[src/rtl/cgra_exec_ctrl.sv]
// ---------------------------------------------------------------------------
// cgra_exec_ctrl
//
// Execution sequencer for the 10x10 torus PE array. Software raises
// Computation_Start; the block loads the kernel configuration, steps a global
// instruction address through Inst_Num instructions for Iter_Num iterations,
// holds a drain window of Drain_Num cycles so the last stores reach the BRAM
// interface, then raises Computation_Done until software drops Start.
//
// Handshake (four-phase, level based):
//   Start 0->1 in IDLE launches a kernel. Done rises when the kernel is
//   complete and stays high while Start is high. Start sampled low in DONE
//   returns to IDLE and Done falls. Start falling before DONE is ignored, so
//   Done is then high for exactly one cycle.
//
// Ports:
//   Clk, Resetn          clock, asynchronous active-low reset
//   Computation_Start    software start level
//   Inst_Num             instructions per iteration (clamped to 2^IADDR_WIDTH)
//   Iter_Num             iteration count
//   Drain_Num            drain cycles after the last instruction
//   Inst_Addr            global instruction address to all PEs
//   Inst_Rd_En           instruction fetch enable (RUN only)
//   Iter_Cnt             current iteration index
//   PE_Array_Busy        high during RUN and DRAIN
//   Cycle_Cnt            RUN+DRAIN cycle count of the last kernel
//   Computation_Done     handshake completion flag
//   dbg_state            current FSM state for observation
//
// All outputs are registered: they are loaded from the next-state decision,
// so each output already reflects the state being entered.
// ---------------------------------------------------------------------------
module cgra_exec_ctrl #(
    parameter int IADDR_WIDTH = 10,
    parameter int ITER_WIDTH  = 16,
    parameter int DRAIN_WIDTH = 6,
    parameter int CYC_WIDTH   = 32
) (
    input  logic                   Clk,
    input  logic                   Resetn,
    input  logic                   Computation_Start,
    input  logic [IADDR_WIDTH:0]   Inst_Num,
    input  logic [ITER_WIDTH-1:0]  Iter_Num,
    input  logic [DRAIN_WIDTH-1:0] Drain_Num,
    output logic [IADDR_WIDTH-1:0] Inst_Addr,
    output logic                   Inst_Rd_En,
    output logic [ITER_WIDTH-1:0]  Iter_Cnt,
    output logic                   PE_Array_Busy,
    output logic [CYC_WIDTH-1:0]   Cycle_Cnt,
    output logic                   Computation_Done,
    output logic [2:0]             dbg_state
);

    typedef enum logic [2:0] {
        S_IDLE  = 3'd0,
        S_LOAD  = 3'd1,
        S_RUN   = 3'd2,
        S_DRAIN = 3'd3,
        S_DONE  = 3'd4
    } state_t;

    localparam logic [IADDR_WIDTH:0] INST_MAX = {1'b1, {IADDR_WIDTH{1'b0}}};

    state_t                 state;
    state_t                 state_nxt;

    logic [IADDR_WIDTH:0]   inst_num_q;
    logic [ITER_WIDTH-1:0]  iter_num_q;
    logic [DRAIN_WIDTH-1:0] drain_num_q;
    logic [DRAIN_WIDTH-1:0] drain_cnt;

    logic [IADDR_WIDTH:0]   inst_clamped;
    logic [IADDR_WIDTH:0]   inst_last;
    logic                   addr_wrap;
    logic                   iter_last;
    logic                   drain_end;

    assign dbg_state = state;

    // Program length can legally equal 2^IADDR_WIDTH, hence the extra bit.
    assign inst_clamped = (Inst_Num > INST_MAX) ? INST_MAX : Inst_Num;
    assign inst_last    = inst_num_q - (IADDR_WIDTH + 1)'(1);
    assign addr_wrap    = ({1'b0, Inst_Addr} == inst_last);
    assign iter_last    = (Iter_Cnt == iter_num_q - ITER_WIDTH'(1));
    assign drain_end    = (drain_cnt == drain_num_q - DRAIN_WIDTH'(1));

    // -----------------------------------------------------------------------
    // State register
    // -----------------------------------------------------------------------
    always_ff @(posedge Clk or negedge Resetn) begin
        if (!Resetn) begin
            state <= S_IDLE;
        end else begin
            state <= state_nxt;
        end
    end

    // -----------------------------------------------------------------------
    // Next-state logic
    // -----------------------------------------------------------------------
    always_comb begin
        state_nxt = state;
        case (state)
            S_IDLE: begin
                if (Computation_Start) begin
                    state_nxt = S_LOAD;
                end
            end
            S_LOAD: begin
                // Zero-work kernels skip RUN and the drain window entirely.
                if ((inst_clamped == '0) || (Iter_Num == '0)) begin
                    state_nxt = S_DONE;
                end else begin
                    state_nxt = S_RUN;
                end
            end
            S_RUN: begin
                if (addr_wrap && iter_last) begin
                    state_nxt = (drain_num_q == '0) ? S_DONE : S_DRAIN;
                end
            end
            S_DRAIN: begin
                if (drain_end) begin
                    state_nxt = S_DONE;
                end
            end
            S_DONE: begin
                if (!Computation_Start) begin
                    state_nxt = S_IDLE;
                end
            end
            default: state_nxt = S_IDLE;
        endcase
    end

    // -----------------------------------------------------------------------
    // Registered outputs and datapath
    // -----------------------------------------------------------------------
    always_ff @(posedge Clk or negedge Resetn) begin
        if (!Resetn) begin
            Inst_Addr        <= '0;
            Inst_Rd_En       <= 1'b0;
            Iter_Cnt         <= '0;
            PE_Array_Busy    <= 1'b0;
            Cycle_Cnt        <= '0;
            Computation_Done <= 1'b0;
            inst_num_q       <= '0;
            iter_num_q       <= '0;
            drain_num_q      <= '0;
            drain_cnt        <= '0;
        end else begin
            Inst_Rd_En       <= (state_nxt == S_RUN);
            PE_Array_Busy    <= (state_nxt == S_RUN) || (state_nxt == S_DRAIN);
            Computation_Done <= (state_nxt == S_DONE);

            case (state)
                S_IDLE: begin
                    // Clear on entry so the LOAD cycle already reads zero.
                    if (Computation_Start) begin
                        Inst_Addr <= '0;
                        Iter_Cnt  <= '0;
                        Cycle_Cnt <= '0;
                    end
                end
                S_LOAD: begin
                    inst_num_q  <= inst_clamped;
                    iter_num_q  <= Iter_Num;
                    drain_num_q <= Drain_Num;
                    drain_cnt   <= '0;
                    Inst_Addr   <= '0;
                end
                S_RUN: begin
                    Cycle_Cnt <= Cycle_Cnt + CYC_WIDTH'(1);
                    if (addr_wrap) begin
                        Inst_Addr <= '0;
                        Iter_Cnt  <= Iter_Cnt + ITER_WIDTH'(1);
                    end else begin
                        Inst_Addr <= Inst_Addr + IADDR_WIDTH'(1);
                    end
                end
                S_DRAIN: begin
                    Cycle_Cnt <= Cycle_Cnt + CYC_WIDTH'(1);
                    drain_cnt <= drain_cnt + DRAIN_WIDTH'(1);
                    Inst_Addr <= '0;
                end
                default: begin
                end
            endcase
        end
    end

endmodule

[config.mk]
export PLATFORM = sky130hd
export DESIGN_NAME = cgra_exec_ctrl
export DESIGN_NICKNAME = d
export VERILOG_FILES = /design/src/rtl/cgra_exec_ctrl.sv
export SDC_FILE = /design/constraint.sdc
export NUM_CORES = 1
export LEC_CHECK = 0
export CORE_ASPECT_RATIO = 1.75
export CORE_MARGIN = 8
export CORE_UTILIZATION = 40
export DETAILED_ROUTE_END_ITERATION = 8
export GPL_ROUTABILITY_DRIVEN = 0
export PLACE_DENSITY = 0.61
export SLEW_MARGIN = 20
export SYNTH_ARGS = -nofsm -noshare
export SYNTH_HDL_FRONTEND = slang
export SYNTH_SLANG_ARGS = --single-unit
[constraint.sdc]
create_clock -name Clk -period 3.75 [get_ports Clk]
set_input_delay 0.5625 -clock Clk [delete_from_list [all_inputs] [get_ports Clk]]
set_output_delay 0.5625 -clock Clk [all_outputs]
set_load 0.01 [all_outputs]
==> results.toml, run 1 <==
[critical_path]
cp.arrival_ps = 3620
critPathBufInv = 1
worst-r2r-setup-slack_ps = 390
slowest_delay_ps = 500
worstPathMaxFanout = 11
critPathSlowestCell = "or3b_2"
endpoint_kind = "flip-flop"
critPathTopFamily = "simple AND/OR/NAND/NOR gates"
critical_path_class = "flip-flop to flip-flop"
crit_path_cell_trace = "inv_1 > ha_1 > or3b_2 > o21a_1 > or4_4 > a31o_1 > or3_1 > or3_1 > a21oi_1"
cp.required_ps = 4020
crit_top_cell = "or3_1"
start_kind = "flip-flop"

[global_routing]
grt-ovfl-total = 0
antenna_found_initial = 0
grt_pass1_wl_um = 28300
grt_pass1_vias = 5549
grt_util_all_layers_pct = 18.3
grt_max_degree = 52

[clock_tree]
clockBufferDepth = 2
ctsHoldBuffers = 0
path_clk_slew_ps = 80
clock-sinks = 103
cts_resized = 0
h-tree-depth = 3
root_buffer = "clkbuf_16"
cts_tree = "built"
cts_buffers = 9
postCtsSetupBuffers = 0
insertion_delay_ps = 350

[route]
num_vias = 5482
viasPerCell = 5.67
totalWireLength_um = 17200
ant_nets = 0
wl_per_cell_um = 17.8
dr.first_iter.drc_count = 245
drt-pass1-iter-count = 5
drc = 0

[floorplan]
ioPinCount = 100
initial_utilization_pct = 40.5
design.die.area_mm2 = 0.0193
rows = 59
die_w_um = 108
core_area_mm2 = 0.0148
die-height_um = 178

[flow_run]
drv_cap = 0

[synth]
netlist_instances = 694
ys_seq_elements = 103
syn-num-nets = 737
ys_types = 60
netlist_area_mm2 = 0.00599
yosysMostFrequentCell = "nand2_1"
ys_warn_count = 0
synth.top_cell.area_share_pct = 43.1
async_reset_ff_share_pct = 100
synth_area_per_cell_um2 = 8.62
seq_area_frac_synth_pct = 43.1
ys_top_cells_by_area = "dfrtp_1 (43%), nand2_1 (8.1%), xnor2_1 (4.5%)"
synth-edff-count = 0
synth_top_area_cell = "dfrtp_1"
synth_top_cells_by_count = "nand2_1 (129), dfrtp_1 (103), nor2_1 (54), o21ai_0 (45), nand3_1 (34)"
yosys_most_used_dff = "dfrtp_1"

[outcome]
outcome = "finished, final reports clean"

[sta]
setup_tns_ps = 0
fin_skew_ps = 12.1
post-route-min-period_ps = 3360
fmax_mhz = 298
finalSetupViolations = 0
fin_crit_sh_pct = 89.6
hold_viol = 0
drv_slew = 0
worst_slew_pin_slew_ps = 905
max_slew_margin_pct = 39.6
rsz0062_at_grt = "false"

[power_and_ir_drop]
p_per_area_mw_per_mm2 = 651
p_total_mw = 4.83
max-vdd-ir-drop_uv = 273
leakage_nw = 3.08

[placed_design]
io_buffers = 99
dpl_cell_area_mm2 = 0.00713
hpwl_um = 13000

[finish]
drive_gt1_share_pct = 5.23
nets = 822
syn_to_final_growth_pct = 23.9
diodes = 0
fin_area_mm2 = 0.00742
fill_cells = 1443
finalCoreUtilization_pct = 50.2
multiInputGateArea_mm2 = 0.00322
regArea_mm2 = 0.00258

[worst_hold_path]
hold_path.class = "input port to asynchronous set/reset pin"
-- cells in the final DEF (no fill, tap or decap), types with 3 or more instances in the layout --
master,count
nand2_1,129
dfrtp_1,103
clkdlybuf4s50_1,98
nor2_1,53
o21ai_0,45
nand3_1,34
xnor2_1,31
xor2_1,26
nor4_1,22
a21oi_1,20
and3_1,20
inv_1,16
nand4_1,13
or3_1,12
nand3b_1,10
o31ai_1,10
nor3_1,9
clkbuf_16,9
nor2b_1,8
buf_4,8
or4_1,7
a31oi_1,7
ha_1,7
o22ai_1,6
a22o_1,6
nand2b_1,5
and2_1,5
mux2i_1,5
o211ai_1,4
a31o_2,3
nor3b_1,3
o311ai_0,3
-- area by class of cell --
type	count	area share (%)
sequential	103	34.7
timing repair buffer	106	14.0
clock buffer	10	3.22
clock inverter	6	0.692
tap	183	3.09
inverter	16	0.810
multi-input combinational	543	43.4
-- cells by family after synthesis --
| group | Yosys count | share of synthesized area, % |
|---|---|---|
| flops | 103 | 43.1 |
| compound gates | 122 | 13.0 |
| xor+xnor | 59 | 9.09 |
| mux | 7 | 1.21 |
| simple gates | 348 | 28.9 |
| buf+inv | 48 | 3.28 |
| fa+ha+maj | 7 | 1.46 |
-- worst paths after layout --
| check | from | endpoint | depth (start not counted) |
|---|---|---|---|
| setup / recovery | inst_num_q[0] | Iter_Cnt[6] | 9 |
| setup reg to reg | inst_num_q[0] | Iter_Cnt[6] | 9 |
| min in group Clk | drain_cnt[5] | drain_cnt[5] | 1 |
| hold reg to reg | drain_cnt[5] | drain_cnt[5] | 1 |
| hold / removal | Resetn | Inst_Addr[9] | 1 |
| max in group asynchronous | Resetn | drain_cnt[4] | 2 |
-- state kept, by name, indices dropped and copies added, names as in the netlist --
signal / flops
Computation_Done: 1
Cycle_Cnt: 32
Inst_Addr: 10
Inst_Rd_En: 1
Iter_Cnt: 16
PE_Array_Busy: 1
dbg_state: 3
drain_cnt: 6
drain_num_q: 6
inst_num_q: 11
iter_num_q: 16
-- through the flow --
step           hold WS (ps)  setup slack (ps)  std cells
2_1_floorplan           267               621        694
3_3_place_gp            491               533        951
3_5_place_dp            497               426        951
4_1_cts                 263               401        967
5_1_grt                 292               113        967
6_report                238               391        967
-- worst reg2reg max path, delay by kind of cell, from the launching register on --
family,cells,cell delay (ps)
simple gates,4,1870
compound gates,3,680
flops,1,430
fa+ha+maj,1,190
buf+inv,1,100
-- power breakdown --
group	internal [mW]	switching [mW]
registers	1.39	0.428
logic	0.933	1.15
clock network	0.480	0.455
total	2.80	2.03
-- metal layers --
metal / track usage (%) / wire (µm)
met2: 33.1 / 9220
met3: 3.13 / 771
met4: 7.40 / 469
met5: 0 / 0
met1: 20.3 / 6770
Note: power is estimated with default switching activity, not from simulation.
==> run 2: changes to the inputs <==
GPL_TIMING_DRIVEN = 0   (was not set)
==> results.toml, run 2 (synthesis gave the netlist of run 1 again) <==
[outcome]
outcome = "finished, final reports clean"

[route]
viasPerCell = 5.60
drc = 0
drt-pass1-iter-count = 4
dr.first_iter.drc_count = 274
totalWireLength_um = 17600
wl_per_cell_um = 17.7
num_vias = 5562
ant_nets = 0

[placed_design]
io_buffers = 99
hpwl_um = 13400
pre_cts_ws_ps = 333
place_inst = 978
dpl_cell_area_mm2 = 0.00725

[sta]
fin_crit_sh_pct = 92.8
fmax_mhz = 287
max_slew_margin_pct = 30.6
drv_slew = 0
hold_viol = 0
rsz0062_at_grt = "false"
finalSetupViolations = 0
post-route-min-period_ps = 3480
fin_skew_ps = 15.5
setup_tns_ps = 0
holdWs_ps = 109
setup_slack_ps = 270
worst_slew_pin_slew_ps = 1040

[power_and_ir_drop]
leakage_nw = 3.10
max-vdd-ir-drop_uv = 250
p_per_area_mw_per_mm2 = 648
p_total_mw = 4.88

[critical_path]
endpoint_kind = "flip-flop"
cp.required_ps = 3990
rr_endpoint = "dbg_state[2]"
critical_path_class = "flip-flop to flip-flop"
ff2ff_path_depth = 9
start_kind = "flip-flop"
worstPathMaxFanout = 9
worst-r2r-setup-slack_ps = 270
cp.arrival_ps = 3720
reg2reg_from = "iter_num_q[0]"

[finish]
drive_gt1_share_pct = 4.56
instances_no_fill = 994
layout_commonest_cell = "nand2_1"
largest_register_ff_count = 32
syn_to_final_growth_pct = 25.8
regMostFlops = "Cycle_Cnt"
finalCoreUtilization_pct = 51.0
reg.largest.list = "Cycle_Cnt (32), Iter_Cnt (16), iter_num_q (16)"
mostFrequentLayoutCells = "nand2_1 (129), dfrtp_1 (103), clkdlybuf4s50_1 (98)"
diodes = 0
nets = 849
fin_area_mm2 = 0.00753

[flow_run]
drv_cap = 0

[floorplan]
design.die.area_mm2 = 0.0193
initial_utilization_pct = 40.5
core_area_mm2 = 0.0148
die-height_um = 178
die_w_um = 108
rows = 59
ioPinCount = 100

[clock_tree]
insertion_delay_ps = 350
cts_buffers = 9
path_clk_slew_ps = 80
clock-sinks = 103
postCtsSetupBuffers = 0
cts_tree = "built"
h-tree-depth = 3
clockBufferDepth = 2
cts_resized = 0
ctsHoldBuffers = 0
root_buffer = "clkbuf_16"

[global_routing]
grt_util_all_layers_pct = 18.9
grt_pass1_wl_um = 29300
grt_max_degree = 65
grt-ovfl-total = 0
grt_pass1_vias = 5840
antenna_found_initial = 0

[worst_hold_path]
hold_path.class = "input port to asynchronous set/reset pin"
run 2: final cells by class:
cell class / count / area [µm²]
clock buffer: 11 / 243
sequential: 103 / 2580
inverter: 16 / 60.1
fill: 1418 / 7230
timing repair buffer: 101 / 1020
multi-input combinational: 543 / 3220
buffer: 32 / 136
clock inverter: 5 / 42.5
tap: 183 / 229
run 2: critical path: stages (launching register included):
cell,delay (ps)
dfrtp_1,420
inv_1,80
ha_1,150
clkbuf_1,340
nor4b_1,610
or3b_2,520
a311oi_1,330
o2111ai_1,270
or3_1,410
o31ai_1,240
run 2: report_power, final:
group / internal, mW / switching [mW] / leakage [nW] / total, mW
clock: 0.475 / 0.438 / 0.130 / 0.913
combinational: 0.959 / 1.24 / 1.60 / 2.20
sequential: 1.39 / 0.381 / 1.36 / 1.77
total: 2.82 / 2.06 / 3.10 / 4.88
run 2: worst max path at each step:
stage                  start       endpoint  slack, ps  depth (start not counted)
2_1_floorplan  inst_num_q[0]   Iter_Cnt[14]        620                         11
3_3_place_gp          Resetn  Cycle_Cnt[22]      -1860                          1
3_5_place_dp   inst_num_q[0]    Iter_Cnt[6]        330                         10
4_1_cts        iter_num_q[0]   dbg_state[2]        310                          9
5_1_grt        iter_num_q[0]   dbg_state[0]         20                          9
6_report       iter_num_q[0]   dbg_state[2]        270                          9
run 2: routing by layer:
layer | wire, µm | vias to the layer above | track usage (%)
li1 | - | 2687 | -
met1 | 7080 | 2741 | 21.6
met4 | 426 | 0 | 7.57
met5 | 0 | - | 0
met3 | 625 | 28 | 2.95
met2 | 9430 | 106 | 34.0
==> run 3: changes to the inputs <==
SKIP_LAST_GASP = 1   (was not set)
==> results of run 3 <==
Same layout as run 2: the final DEF is identical, and so are final timing and power.
